--- src/rtl/arbiter_puf_crp_engine.sv ---
// arbiter_puf_crp_engine: challenge-response controller for a bank of arbiter-PUF chains.
// Define PUF_MAJORITY_VOTE_EN for N_EVAL-launch majority voting; otherwise a single launch is taken.
module arbiter_puf_crp_engine #(
   parameter int C_LENGTH   = 8,
   parameter int N_CH       = 8,
   parameter int N_EVAL     = 5,
   parameter int SETTLE_CYC = 2
) (
   input  logic                clk,
   input  logic                rst_n,
   input  logic                start,
   input  logic [C_LENGTH-1:0] chal_in,
   output logic                busy,
   output logic [C_LENGTH-1:0] chal_out,
   output logic                launch,
   input  logic [N_CH-1:0]     arb_in,
   output logic [N_CH-1:0]     resp,
   output logic [N_CH-1:0]     unstable,
   output logic                resp_valid,
   input  logic                resp_ready
);
   localparam int CW = $clog2(N_EVAL + 1);
   localparam int SW = $clog2(SETTLE_CYC + 2);
`ifdef PUF_MAJORITY_VOTE_EN
   localparam int N_RUN = N_EVAL;
`else
   localparam int N_RUN = 1;
`endif

   if (N_EVAL < 1 || N_EVAL % 2 == 0) begin : g_bad_n_eval
      $error("N_EVAL must be odd and >= 1");
   end

   typedef enum logic [2:0] {IDLE, SETTLE, LAUNCH, SYNC, VOTE, OUT} state_t;

   state_t          state, next;
   logic [SW-1:0]   cyc;
   logic [CW-1:0]   eval_cnt;
   logic [N_CH-1:0] arb_s1, arb_s2;
   logic            accept, settle_done, last_sync, handshake;

   assign accept      = state == IDLE && start;
   assign settle_done = state == SETTLE && cyc == SW'(SETTLE_CYC - 1);
   assign last_sync   = state == SYNC && cyc == SW'(1);
   assign handshake   = resp_valid && resp_ready;

   always_ff @(posedge clk or negedge rst_n) begin
      if (!rst_n) state <= IDLE;
      else        state <= next;
   end

   always_comb begin
      next = state;
      case (state)
         IDLE:    next = start ? SETTLE : IDLE;
         SETTLE:  next = settle_done ? LAUNCH : SETTLE;
         LAUNCH:  next = SYNC;
         SYNC:    next = !last_sync ? SYNC : (eval_cnt == CW'(N_RUN - 1)) ? VOTE : SETTLE;
         VOTE:    next = OUT;
         OUT:     next = handshake ? IDLE : OUT;
         default: next = IDLE;
      endcase
   end

   always_comb begin
      busy   = state != IDLE;
      launch = state == LAUNCH || state == SYNC;
   end

   // resp_valid is registered one cycle into OUT so resp is already settled when it rises
   always_ff @(posedge clk or negedge rst_n) begin
      if (!rst_n) begin
         cyc        <= '0;
         eval_cnt   <= '0;
         chal_out   <= '0;
         resp_valid <= 1'b0;
         arb_s1     <= '0;
         arb_s2     <= '0;
      end else begin
         arb_s1     <= arb_in;
         arb_s2     <= arb_s1;
         cyc        <= (next != state) ? '0 : cyc + SW'(1);
         resp_valid <= state == OUT && !handshake;
         if (accept) begin
            chal_out <= chal_in;
            eval_cnt <= '0;
         end else if (last_sync) begin
            eval_cnt <= eval_cnt + CW'(1);
         end
      end
   end

`ifdef PUF_MAJORITY_VOTE_EN
   logic [CW-1:0] ones_cnt [N_CH];

   always_ff @(posedge clk or negedge rst_n) begin
      if (!rst_n) begin
         for (int i = 0; i < N_CH; i++) ones_cnt[i] <= '0;
         resp     <= '0;
         unstable <= '0;
      end else begin
         for (int i = 0; i < N_CH; i++) begin
            if (accept) ones_cnt[i] <= '0;
            else if (last_sync) ones_cnt[i] <= ones_cnt[i] + CW'(arb_s2[i]);
            if (state == VOTE) begin
               resp[i]     <= ones_cnt[i] > CW'(N_EVAL / 2);
               unstable[i] <= ones_cnt[i] != '0 && ones_cnt[i] != CW'(N_EVAL);
            end
         end
      end
   end
`else
   logic [N_CH-1:0] sample;

   always_ff @(posedge clk or negedge rst_n) begin
      if (!rst_n) begin
         sample <= '0;
         resp   <= '0;
      end else begin
         if (last_sync) sample <= arb_s2;
         if (state == VOTE) resp <= sample;
      end
   end

   assign unstable = '0;
`endif
endmodule

--- config.mk ---
export PLATFORM = sky130hd
export DESIGN_NAME = arbiter_puf_crp_engine
export DESIGN_NICKNAME = d
export VERILOG_FILES = /design/src/rtl/arbiter_puf_crp_engine.sv
export SDC_FILE = /design/constraint.sdc
export NUM_CORES = 1
export LEC_CHECK = 0
export CELL_PAD_IN_SITES_DETAIL_PLACEMENT = 1
export CELL_PAD_IN_SITES_GLOBAL_PLACEMENT = 2
export CORE_ASPECT_RATIO = 0.9
export CORE_MARGIN = 1.5
export CORE_UTILIZATION = 33
export DETAILED_ROUTE_END_ITERATION = 8
export PLACE_DENSITY_LB_ADDON = 0.1
export SLEW_MARGIN = 5
export SYNTH_ARGS = -nofsm -noshare
export SYNTH_HDL_FRONTEND = slang
export SYNTH_SLANG_ARGS = --single-unit
--- constraint.sdc ---
create_clock -name clk -period 1.9 [get_ports clk]
set_input_delay 0.57 -clock clk [delete_from_list [all_inputs] [get_ports clk]]
set_output_delay 0.57 -clock clk [all_outputs]
set_load 0.02 [all_outputs]
==> qor.yml, run 1 <==
outcome:
  status: "finished, final reports clean"
critical_path:
  r2r-end: "chal_out[2]"
  path_cells: "clkdlybuf4s50_1"
  crit_path_max_fanout: 3
  r2r_slack_ns: 0.26
  cp-start-kind: "flip-flop"
  crit_slowest_cell: "clkdlybuf4s50_1"
  endpoint_kind: "primary output"
  crit_family: "buffers and inverters"
  reg2reg_depth: 5
  crit_arrival_ns: 1.27
  worstPathRequired_ns: 1.33
  critical_path_class: "flip-flop to primary output"
  crit_buf_inv: 1
  cpPeakStageDelay_ns: 0.61
  reg2reg_from: "state[2]"
logic_synthesis:
  synth_warnings: 0
  yosys.area_share.simple_pct: 6.702
  synthMuxAreaShare_pct: 16.26
  netlist_area_um2: 1886
  ys.flop_type: "dfrtp_1"
  syn_inst: 125
  synth_edf_count: 0
  synth_top_family_by_area: "multiplexers"
  syn_area_per_cell_um2: 15.08
  synth_adder_area_share_pct: 1.991
  netlist-cell-type-count: 30
  yosysSeqAreaShare_pct: 65.03
  synth-seq-cells: 49
  async_reset_ff_share_pct: 100.0
  synth_xor_area_share_pct: 0.9290
  synth-compound-area-share_pct: 2.322
global_routing:
  grt_pass1_wl_um: 5430
  use_met2_pct: 19.51
  grt.busiest_layer: "met2"
  grt_max_degree: 23
  overflow: 0
  grt_usage_pct: 11.90
  grt_antenna_before_repair: 0
  grt_util_met3_pct: 3.879
  grt_pass1_vias: 1149
  grtUsageMet1_pct: 14.96
sta:
  fin_ws_ns: 0.05603
  rsz0062_at_grt: "false"
  drv_slew: 0
  timing.final.crit_share_pct: 97.05
  hold_viol: 0
  skew_ns: 0.008587
  tns_ns: 0
  max_freq_ghz: 0.5423
  setup_viol: 0
  finalCriticalPeriod_ns: 1.844
die:
  die-height_um: 74.71
  io_pins: 47
  rows: 25
  start_util_pct: 35.05
  core_area_um2: 5380
  die_area_um2: 6177
  die_x_um: 82.68
finish:
  drive_gt1_share_pct: 26.29
  syn_to_final_growth_pct: 29.33
  finalNetCount: 198
  nFillCells: 559
  antenna_cells: 0
route:
  routed_wl_um: 3261
  antenna_left: 0
  avgViaCountPerCell: 4.343
  drt_iter0_drc: 26
  dr.pass1.iters: 4
  vias: 1051
  drc: 0
  wl_per_cell_um: 13.48
placement:
  gp_congestion: 0.6813
  hpwl_um: 2397
  place_ws_ns: 0.005511
  portBuffers: 38
clock_network:
  clockBufferDepth: 2
  clock-root-buffer: "clkbuf_8"
  cts_sinks: 49
  htree_num_levels: 2
  path_clk_slew_ns: 0.09
  clkLatencyLatePin_ns: 0.29
  tritoncts: "yes"
  post-cts-setup-buffer-count: 0
  cts_buffers: 5
  postCtsHoldBufs: 0
power_and_ir_drop:
  p_per_area_nw_per_um2: 1506
  pwr-share-seq_pct: 43.0
  peakVddDrop_mv: 0.6785
  p_int_mw: 2.483
  power.share.switching_pct: 32.41
  p_sw_mw: 1.191
  pwr-share-clk_pct: 15.8
  power_leakage_nw: 1.116
  p_comb_share_pct: 41.3
job:
  drv_cap: 0
min_path:
  hold_path.class: "input port to async pin"
-- metrics by stage --
stage / power [mW] / hold slack (ns) / instance area, µm² / instances / util (%)
6_report: 3.674 / 0.1992 / 2439 / 242 / 45.33
3_5_place_dp: 3.169 / 0.3364 / 2357 / 235 / 43.81
5_1_grt: 3.918 / 0.2119 / 2439 / 242 / 45.33
4_1_cts: 3.756 / 0.2007 / 2436 / 242 / 45.28
3_3_place_gp: 3.107 / 0.3333 / 2357 / 235 / 43.81
2_1_floorplan: 2.522 / 0.2744 / 1912 / 132 / -
-- placed cells by master (no fill, tap or decap) --
master           instances
nand2_1                  3
nor2_4                   1
dlygate4sd2_1            1
nor2b_1                  3
a22o_1                   1
and2b_1                  1
clkinvlp_4               1
clkbuf_8                 5
nor3b_1                  1
ha_1                     3
or3_1                    1
xnor2_1                  1
dlymetal6s2s_1           1
buf_12                   1
inv_1                    6
o21bai_1                 1
a21oi_1                  3
buf_2                    2
nand3_1                  2
o21ai_0                  1
nor3_1                   2
conb_1                   8
dfrtp_1                 49
or3_4                    1
buf_4                    9
o31ai_1                  1
mux2i_1                  1
nor2_1                   3
clkinv_4                 1
xor2_1                   1
nand4b_1                 1
clkdlybuf4s50_1         34
nor3b_2                  1
mux2_4                   7
mux2_2                  17
-- how the worst max path moves through the flow --
| stage | start | end | slack [ns] | cells after the start |
|---|---|---|---|---|
| floorplan | state[1] | chal_out[1] | 0.33 | 5 |
| global placement | state[2] | busy | 0.04 | 2 |
| detailed placement | state[2] | busy | 0.006 | 2 |
| CTS | resp_valid | resp_valid | 0.04 | 1 |
| global route | resp[1] | resp[1] | 0.009 | 1 |
| finish | resp_valid | resp_valid | 0.06 | 1 |
-- flip-flops by register name, summed over array words and instances, names as in the netlist --
register    flops
arb_s1          8
arb_s2          8
chal_out        8
cyc             2
eval_cnt        3
resp            8
resp_valid      1
sample          8
state           3
-- per-layer routing --
layer  vias to the layer above  wire length (µm)
met5                         -                 0
li1                        495                 -
met1                       519              1496
met3                         2               195
met4                         0                22
met2                        35              1547
-- cell families after synthesis --
kind of cell    after synthesis
mux                          25
xor+xnor                      2
flops                        49
fa+ha+maj                     3
compound gates                7
buf+inv                      18
simple gates                 20
other cells                   1
-- synth_stat cells (2+ instances only) --
| master | n | share of area [%] |
|---|---|---|
| a21oi_1 | 3 | 0.80 |
| buf_2 | 2 | 0.53 |
| buf_4 | 8 | 3.2 |
| dfrtp_1 | 49 | 65 |
| ha_1 | 3 | 2.0 |
| inv_1 | 6 | 1.2 |
| mux2_2 | 17 | 10 |
| mux2_4 | 7 | 5.6 |
| nand2_1 | 3 | 0.60 |
| nand3_1 | 2 | 0.53 |
| nor2_1 | 3 | 0.60 |
| nor2b_1 | 3 | 1.0 |
| nor3_1 | 2 | 0.53 |
-- timing repair --
action	CTS	global route
gates resized for setup	5	1
setup endpoints to repair	2	1
hold endpoints to repair	0	0
-- cell type report --
type                    instances  area [µm²]  area share, %
flip-flops and latches         49        1226          50.28
inverters                       6       22.52         0.9236
well taps                      67       83.83          3.438
clock inverters                 2       16.27         0.6670
multi-input cells              65       561.8          23.04
clock buffers                   5       68.82          2.822
repair buffers                 48       459.2          18.83
-- power groups by stage --
stage / logic [mW] / clock network (mW) / registers [mW]
after floorplan: 0.741 / 0 / 1.78
after global placement: 1.53 / 0 / 1.58
after detailed placement: 1.56 / 0 / 1.61
after CTS: 1.55 / 0.616 / 1.59
after global routing: 1.64 / 0.650 / 1.63
final: 1.52 / 0.579 / 1.58
(Power assumes the default switching activity.)
==> run 2: changes to the inputs <==
--- a/config.mk
+++ b/config.mk
@@ -7,12 +7,10 @@
 export LEC_CHECK = 0
 export CELL_PAD_IN_SITES_DETAIL_PLACEMENT = 1
 export CELL_PAD_IN_SITES_GLOBAL_PLACEMENT = 2
-export CORE_ASPECT_RATIO = 0.9
-export CORE_MARGIN = 1.5
+export CORE_ASPECT_RATIO = 0.75
 export CORE_UTILIZATION = 33
 export DETAILED_ROUTE_END_ITERATION = 8
 export PLACE_DENSITY_LB_ADDON = 0.1
-export SLEW_MARGIN = 5
 export SYNTH_ARGS = -nofsm -noshare
 export SYNTH_HDL_FRONTEND = slang
 export SYNTH_SLANG_ARGS = --single-unit
==> run 2 against run 1 <==
  * Die area fell by 2.5%
  * Worst hold slack improved by 0.043 ns
  * Largest power group unchanged
  * Clock-buffer cell count did not move
  * Register-to-register slack barely moved
  * Non-clock buffer count fell by 1
  * Setup slack got worse by 0.013 ns
  * Core utilization rose by 0.44 points
  * Final area rose by 1.5%
  * Global-route usage fell by 0.14 points
  * Critical path type unchanged
  * Power rose by 4.1%
  * Clock power rose by 24%
==> qor.yml, run 2 (synthesis results as in run 1) <==
clock_network:
  clockBufferDepth: 2
  cts_sinks: 49
  clock-root-buffer: "clkbuf_8"
  clkLatencyLatePin_ns: 0.29
  path_clk_slew_ns: 0.09
  tritoncts: "yes"
  htree_num_levels: 2
  cts_buffers: 5
  postCtsHoldBufs: 0
die:
  die_x_um: 89.29
  die_area_um2: 6023
  rows: 23
  io_pins: 47
  core_area_um2: 5410
  die-height_um: 67.46
  start_util_pct: 34.85
sta:
  timing.final.crit_share_pct: 97.75
  setup_viol: 0
  drv_slew: 0
  hold_viol: 0
  fin_ws_ns: 0.04276
  max_freq_ghz: 0.5384
  finalCriticalPeriod_ns: 1.857
  skew_ns: 0.004418
  tightest_slew_ns: 0.5168
  rsz0062_at_grt: "false"
  tns_ns: 0
  whs_ns: 0.2418
  slew_headroom_pct: 65.55
power_and_ir_drop:
  power.total_mw: 3.825
  peakVddDrop_mv: 0.5580
  power_leakage_nw: 1.129
  p_int_mw: 2.625
  pwr-share-seq_pct: 41.2
  power.share.switching_pct: 31.37
  p_per_area_nw_per_um2: 1545
  p_sw_mw: 1.200
  p_comb_share_pct: 40.0
  pwr-share-clk_pct: 18.8
placement:
  portBuffers: 38
  place_ws_ns: 0.01043
  dpl.cell_count: 242
  hpwl_um: 2367
  post_dp_cell_area_um2: 2372
  gp_congestion: 0.6379
critical_path:
  crit_slowest_cell: "clkdlybuf4s50_1"
  crit_family: "buffers and inverters"
  reg2reg_depth: 5
  cp-start-kind: "flip-flop"
  path_cells: "clkdlybuf4s50_1"
  crit_cells: 1
  crit_arrival_ns: 1.29
  cpPeakStageDelay_ns: 0.62
  crit_path_max_fanout: 3
  worstPathRequired_ns: 1.33
  crit_buf_inv: 1
  critical_path_class: "flip-flop to primary output"
  endpoint_kind: "primary output"
global_routing:
  grt_pass1_vias: 1125
  grt_antenna_before_repair: 0
  overflow: 0
  use_met2_pct: 18.99
  grt_pass1_wl_um: 5147
  grtUsageMet1_pct: 14.78
  grt_max_degree: 29
  grt_util_met3_pct: 3.667
  grt_usage_pct: 11.75
  grt.busiest_layer: "met2"
finish:
  layout_commonest_cell: "dfrtp_1"
  final_area_um2: 2476
  fin_cells: 249
  drive_gt1_share_pct: 25.86
  syn_to_final_growth_pct: 31.32
  antenna_cells: 0
  final_cell_mix: "49 x dfrtp_1, 34 x clkdlybuf4s50_1, 17 x mux2_2"
  nFillCells: 585
  finalNetCount: 197
  fin_util_pct: 45.77
job:
  drv_cap: 0
route:
  avgViaCountPerCell: 4.349
  dr.pass1.iters: 4
  drt_iter0_drc: 26
  wl_per_cell_um: 12.94
  antenna_left: 0
  vias: 1083
  drc: 0
  routed_wl_um: 3221
outcome:
  status: "finished, final reports clean"
min_path:
  hold_path.class: "input port to async pin"
==> run 2: changes by cell type in the layout (fill, tap and decap cells not counted) <==
cell / previous run / this run
buf_12: 1 / 2
buf_4: 9 / 7
bufinv_16: 0 / 1
clkinv_4: 1 / 0
clkinvlp_4: 1 / 0
inv_6: 0 / 1
==> run 2: layer usage <==
metal  share of wire, %  routed length [µm]
met5                  0                   0
met4                1.2                  40
met3                6.6                 212
met2                 47                1505
met1                 45                1462
==> run 2: repair_timing <==
item,4_1_cts,5_1_grt
setup endpoints to repair,2,1
resized for setup,5,1
setup buffers,0,0
==> run 2: final cells by class <==
cell class	instances	area, µm²	area share, %
clock inverter	2	38.79	1.566
multi-input combinational	65	561.8	22.69
timing repair buffer	47	464.2	18.75
inverter	6	22.52	0.9096
sequential	49	1226	49.52
tap	75	93.84	3.790
clock buffer	5	68.82	2.779
==> run 2: path summary, 6_finish.rpt <==
kind	start	endpoint	slack (ns)
min	rst_n	cyc[1]	0.24
max in group asynchronous	rst_n	resp[2]	1.14
max reg2reg	state[2]	chal_out[2]	0.27
min in group clk	arb_s1[6]	arb_s2[6]	0.36
min reg2reg	arb_s1[6]	arb_s2[6]	0.36
max	resp_valid	resp_valid	0.04
==> run 2: power by group through the flow <==
stage	clock network, mW	logic (mW)	registers (mW)
after floorplan	0	0.741	1.78
after global placement	0	1.53	1.58
after detailed placement	0	1.57	1.60
after CTS	0.752	1.56	1.58
after global routing	0.787	1.65	1.63
final	0.720	1.53	1.58
==> RTL change 1 (flow settings as in run 1) <==
The 6 states of `state_t` get a one-hot encoding in 6 bits.
--- a/src/rtl/arbiter_puf_crp_engine.sv
+++ b/src/rtl/arbiter_puf_crp_engine.sv
@@ -31,7 +31,7 @@
       $error("N_EVAL must be odd and >= 1");
    end
 
-   typedef enum logic [2:0] {IDLE, SETTLE, LAUNCH, SYNC, VOTE, OUT} state_t;
+   typedef enum logic [5:0] {IDLE = 6'b000001, SETTLE = 6'b000010, LAUNCH = 6'b000100, SYNC = 6'b001000, VOTE = 6'b010000, OUT = 6'b100000} state_t;
 
    state_t          state, next;
    logic [SW-1:0]   cyc;
Behaviour: same outputs for any inputs over 10 cycles, from zero or initial values and one cycle with rst_n low; not proved beyond that.
==> RTL change 1 against run 1 <==
- maximum frequency shrank 12%
- non-clock buffer count grew 19
- setup slack lost 250 ps
- total power shrank 14%
- utilization grew 3.4 points
- sequential power shrank 15%
- synthesized cell count grew 53%
- final area grew 24%
- sequential cell count grew 3
- clock power grew 7.8%
- wire length grew 52%
- synthesized area grew 15%
- critical path depth grew 2
- the run now ends with negative setup slack left
==> RTL change 1: results (changes against run 1) <==
- The total via count after detailed routing was 1589 (+51%).
- The total clock sinks is 52 (+6.1%).
- The capture point of the worst reg-to-reg path is cyc[1].
- The number of cells on the worst reg-to-reg path is 7 (+2).
- The fraction of post-synthesis cell area in the top cell type by area is 58.93% (-6.1 points).
- The worst hold-check slack is 216.6 ps (+17.42 ps).
- The power of the sequential group is 1.35 mW (-15%).
- The run finished, with violations left.
- The final worst-path setup slack was -192.3 ps (-248.3 ps).
- The routing usage on met2 was 26.03% (+6.5 points).
- The clock group power was 0.624 mW (+7.8%).
- The internal cell power was 2.064 mW (-17%).
- The count of placed standard cells including taps is 332 (+41%).
- The portion of the post-synthesis area used by sequential elements was 60.14% (-4.9 points).
- The final reports fail on negative setup slack.
- The maximum vdd ir drop is 0.4743 mV (-30%).
- The worst clock skew is 8.714 ps (+0.1271 ps).
- The post-DP HPWL is 3.601 mm (+50%).
- The synthesized area per cell is 11.34 µm² (-25%).
- The post-placement cell area is 2743 µm² (+16%).
- The critical path arrival is 1520 ps (+250 ps).
- The via count of the first global-routing pass came to 1741 (+52%).
- The register-to-register setup slack is 0 ps (-260 ps).
- The count of endpoints failing setup in the final report is 3 (+3).
- The met1 layer wirelength in the final routing was 2.123 mm (+42%).
- The worst-path maximum fanout is 2 (-1).
- The fraction of final layout cells sized beyond drive strength 1 was 25.97% (-0.32 points).
==> RTL change 1: changes by cell type in the layout (fill, tap and decap cells not counted), moves of 3 or more <==
cell	delta
a21oi_1	-3
buf_4	+14
buf_6	+6
clkdlybuf4s50_1	-6
dlymetal6s2s_1	+6
mux2_2	-9
mux2_4	-7
nand2_1	+51
nand2b_1	+3
nand4_1	+3
nor2_1	+5
nor4b_4	+3
==> RTL change 1: worst max-delay path, stage by stage, from the launching register on <==
cell     delay [ps]
dfrtp_1         390
or4_4           540
a21oi_4         160
buf_6           140
==> RTL change 1: worst max path at each step <==
stage / from / end / slack (ps) / cells past startpoint
after detailed placement: state[4] / launch / -410 / 3
after CTS: state[5] / launch / -200 / 3
after global routing: state[5] / launch / -240 / 3
final: state[5] / launch / -190 / 3
after global placement: state[4] / launch / -370 / 3
after floorplan: state[4] / launch / 3 / 2
==> RTL change 1: logic make-up (layout without fill, tap and decap cells) <==
group / Yosys count / count (layout) / synth area share [%]
AO/OA/AOI/OAI: 17 / 17 / 5.892
XOR/XNOR: 3 / 3 / 1.213
adder cells (fa/ha/maj): 3 / 3 / 1.733
buffers and inverters: 21 / 81 / 6.875
flip-flops: 52 / 52 / 60.14
multiplexers: 8 / 8 / 4.160
other: 1 / 8 / 0.1731
AND/OR/NAND/NOR: 86 / 86 / 19.82
==> RTL change 1: layout make-up <==
class	count	area, µm²	share of cell area, %
inverters	6	22.52	0.7429
clock inverters	1	8.758	0.2889
multi-input cells	125	859.6	28.35
flip-flops and latches	52	1303	42.96
repair buffers	67	653.1	21.54
clock buffers	7	76.32	2.518
well taps	87	108.9	3.591
==> RTL change 1: what timing repair did <==
action	in CTS	in global routing
setup endpoints to repair	12	21
gates resized for setup	15	31
buffers inserted	1	4
pin swaps	2	9
cloned	0	0
==> RTL change 2 (flow settings as in run 1) <==
Without the edit above. `C_LENGTH`: 8 -> 16.
--- a/src/rtl/arbiter_puf_crp_engine.sv
+++ b/src/rtl/arbiter_puf_crp_engine.sv
@@ -1,7 +1,7 @@
 // arbiter_puf_crp_engine: challenge-response controller for a bank of arbiter-PUF chains.
 // Define PUF_MAJORITY_VOTE_EN for N_EVAL-launch majority voting; otherwise a single launch is taken.
 module arbiter_puf_crp_engine #(
-   parameter int C_LENGTH   = 8,
+   parameter int C_LENGTH   = 16,
    parameter int N_CH       = 8,
    parameter int N_EVAL     = 5,
    parameter int SETTLE_CYC = 2
Ports: changed (resized chal_in and chal_out); port bits go from 47 to 63. No check against the original RTL was run, so the function may have changed too.
==> RTL change 2 against run 1 <==
- utilization increased by 4.8 points
- die area increased by 15%
- setup slack gained 4.9 ps
- final area increased by 29%
- total power up 37%
- non-clock buffer count grew 19
- synthesized area grew 15%
- sequential cell count is 8 higher
- wire length increased by 33%
- worst hold slack gained 28 ps
- critical path type unchanged
- largest cell class unchanged
- largest power group unchanged
==> RTL change 2: results (changes against run 1) <==
- The commonest cells after synthesis are dfrtp_1 (57), mux2_2 (25), buf_4 (8).
- The fraction of final layout cells sized beyond drive strength 1 is 30.00% (+3.7 points).
- The number of iterations in the first detailed-routing pass is 2 (-2).
- The flip-flop count of the largest register, all copies and words added is 16.
- The overall overflow remaining after global route is 0 (unchanged).
- The post-detailed-route wirelength per cell is 14.14 µm (+4.9%).
- The total number of yosys warnings came to 0 (unchanged).
- The final layout net count is 246 (+24%).
- The total routing resource utilization after global routing is 14.05% (+2.2 points).
- The worst slack at placement is -2.475 ps (-7.986 ps).
- The total via count after detailed routing is 1342 (+28%).
- The H-tree depth reported by CTS is 3 (+1).
- The portion of the post-synthesis area used by sequential elements was 65.55% (+0.53 points).
- Ranked by total cell area, the synthesized netlist is headed by dfrtp_1 (66%), mux2_2 (13%), mux2_4 (4.8%), buf_4 (2.8%), ha_1 (1.7%).
- The wire length of the first global-routing pass is 7.093 mm (+31%).
- The diode insertion count for antenna repair is 0 (unchanged).
- The wire length after detailed routing was 4.340 mm (+33%).
- In the synthesized netlist the dominant register cell turns out to be dfrtp_1.
- The standard cell with the maximum stage delay on the critical path is or3_4.
- The number of distinct library cell variants in the gate-level netlist after synthesis was 27 (-10%).
- The delay of the slowest cell on the worst path came to 390 ps (-220 ps).
- The count of filler cells inserted in the layout is 653 (+17%).
- The number of buffers inserted by port buffering is 54 (+42%).
- The maximum vdd ir drop came to 0.7980 mV (+18%).
- The cell family contributing the most delay on the critical path is simple AND/OR/NAND/NOR gates.
- The number of DRC markers after the initial detailed-route iteration is 11 (-58%).
- The largest register by flop count is chal_out.
- The number of buffers added by the clock tree synthesis step is 9 (+4).
- The clock latency on the worst-skew pair is 330 ps (+40 ps).
- The buffer cell driving the clock tree root is clkbuf_8.
- The worst-path maximum fanout is 2 (-1).
- The flow ran to the end, and the final reports show no timing, DRC or antenna violations.
- The number of antenna violations at the first check in global routing was 0 (unchanged).
- The count of placed standard cells including taps was 291 (+24%).
- The post-DP HPWL is 3.124 mm (+30%).
- The instance count of the mapped netlist was 142 (+14%).
- The maximum count of clock buffers along a single path is 2 (unchanged).
- The routability congestion estimate is 0.7696 (+13%).
- The via count of the first global-routing pass is 1478 (+29%).
- The clock edge transition at the registers on the reported setup and hold paths is 70 ps (-20 ps).
- The share of flip-flops with an asynchronous set or reset after synthesis is 100.0% (unchanged).
- The worst clock skew is 8.475 ps (-0.1123 ps).
- The class of the tightest hold or removal check is primary input to asynchronous set/reset pin.
- The critical path arrival is 1270 ps (about the same).
- The maximum number of pins on one net before global-route repair is 58 (+150%).
- The leakage power summed over all cells is 1.580 nW (+42%).
RTL change 2: cell types whose count changed in the layout (fill, tap and decap cells not counted), moves of 3 or more:
cell	delta
dlygate4sd2_1	+8
mux2_2	+8
dlymetal6s2s_1	+13
bufinv_16	+3
dfrtp_1	+8
clkbuf_8	+5
clkdlybuf4s50_1	-6
RTL change 2: cell type report:
type	count	area share, %
Timing Repair Buffer	67	21.44
Clock buffer	10	4.391
Tap cell	87	3.473
Inverter	6	0.7186
Clock inverter	6	3.673
Sequential cell	57	45.51
Multi-Input combinational cell	74	20.80
RTL change 2: metrics by stage:
step	utilization, %	setup TNS, ps	total power [mW]	area, µm²
3_3_place_gp	45.89	0	3.676	2868
2_1_floorplan	-	0	2.911	2202
6_report	50.15	0	5.016	3134
4_1_cts	49.67	0	5.149	3104
3_5_place_dp	45.89	-4.071	3.775	2868
5_1_grt	50.15	0	5.325	3134
RTL change 2: logic make-up after synthesis:
logic type	count (synthesis)	synth area share, %
mux	33	18.23
simple gates	21	5.981
compound gates	7	1.840
flops	57	65.56
buf+inv	18	5.693
xor+xnor	2	0.8052
fa+ha+maj	3	1.725
other cells	1	0.1723
RTL change 2: path summary, 6_finish.rpt:
path / from / endpoint / slack [ps] / cells past startpoint
worst max-delay path: state[2] / busy / 60 / 2
worst min-delay path: rst_n / sample[3] / 230 / 2
worst max register to register: state[2] / chal_out[14] / 270 / 5
worst min register to register: arb_s1[0] / arb_s2[0] / 350 / 0
max in group asynchronous: rst_n / chal_out[6] / 1410 / 2
min in group clk: arb_s1[0] / arb_s2[0] / 350 / 0
RTL change 2: timing repair:
| action | CTS | global route |
|---|---|---|
| buffers inserted | 0 | 0 |
| endpoints found under the hold margin | 0 | 0 |
| endpoints found under the setup margin | 11 | 15 |
| resized for setup | 15 | 15 |
| cloned | 0 | 0 |
RTL change 2: report_power, final:
group / total, mW / leakage, nW / switching [mW] / internal, mW
logic: 1.79 / 0.763 / 0.847 / 0.939
clock network: 1.40 / 0.123 / 0.487 / 0.910
registers: 1.83 / 0.694 / 0.213 / 1.62
RTL change 2: layer usage:
metal	share of wire (%)	GRT usage [%]	vias to the layer above
met5	0	0	-
met4	2.6	7.187	0
met3	6.4	6.929	8
met2	51	22.52	50
met1	40	15.30	676
li1	-	-	608
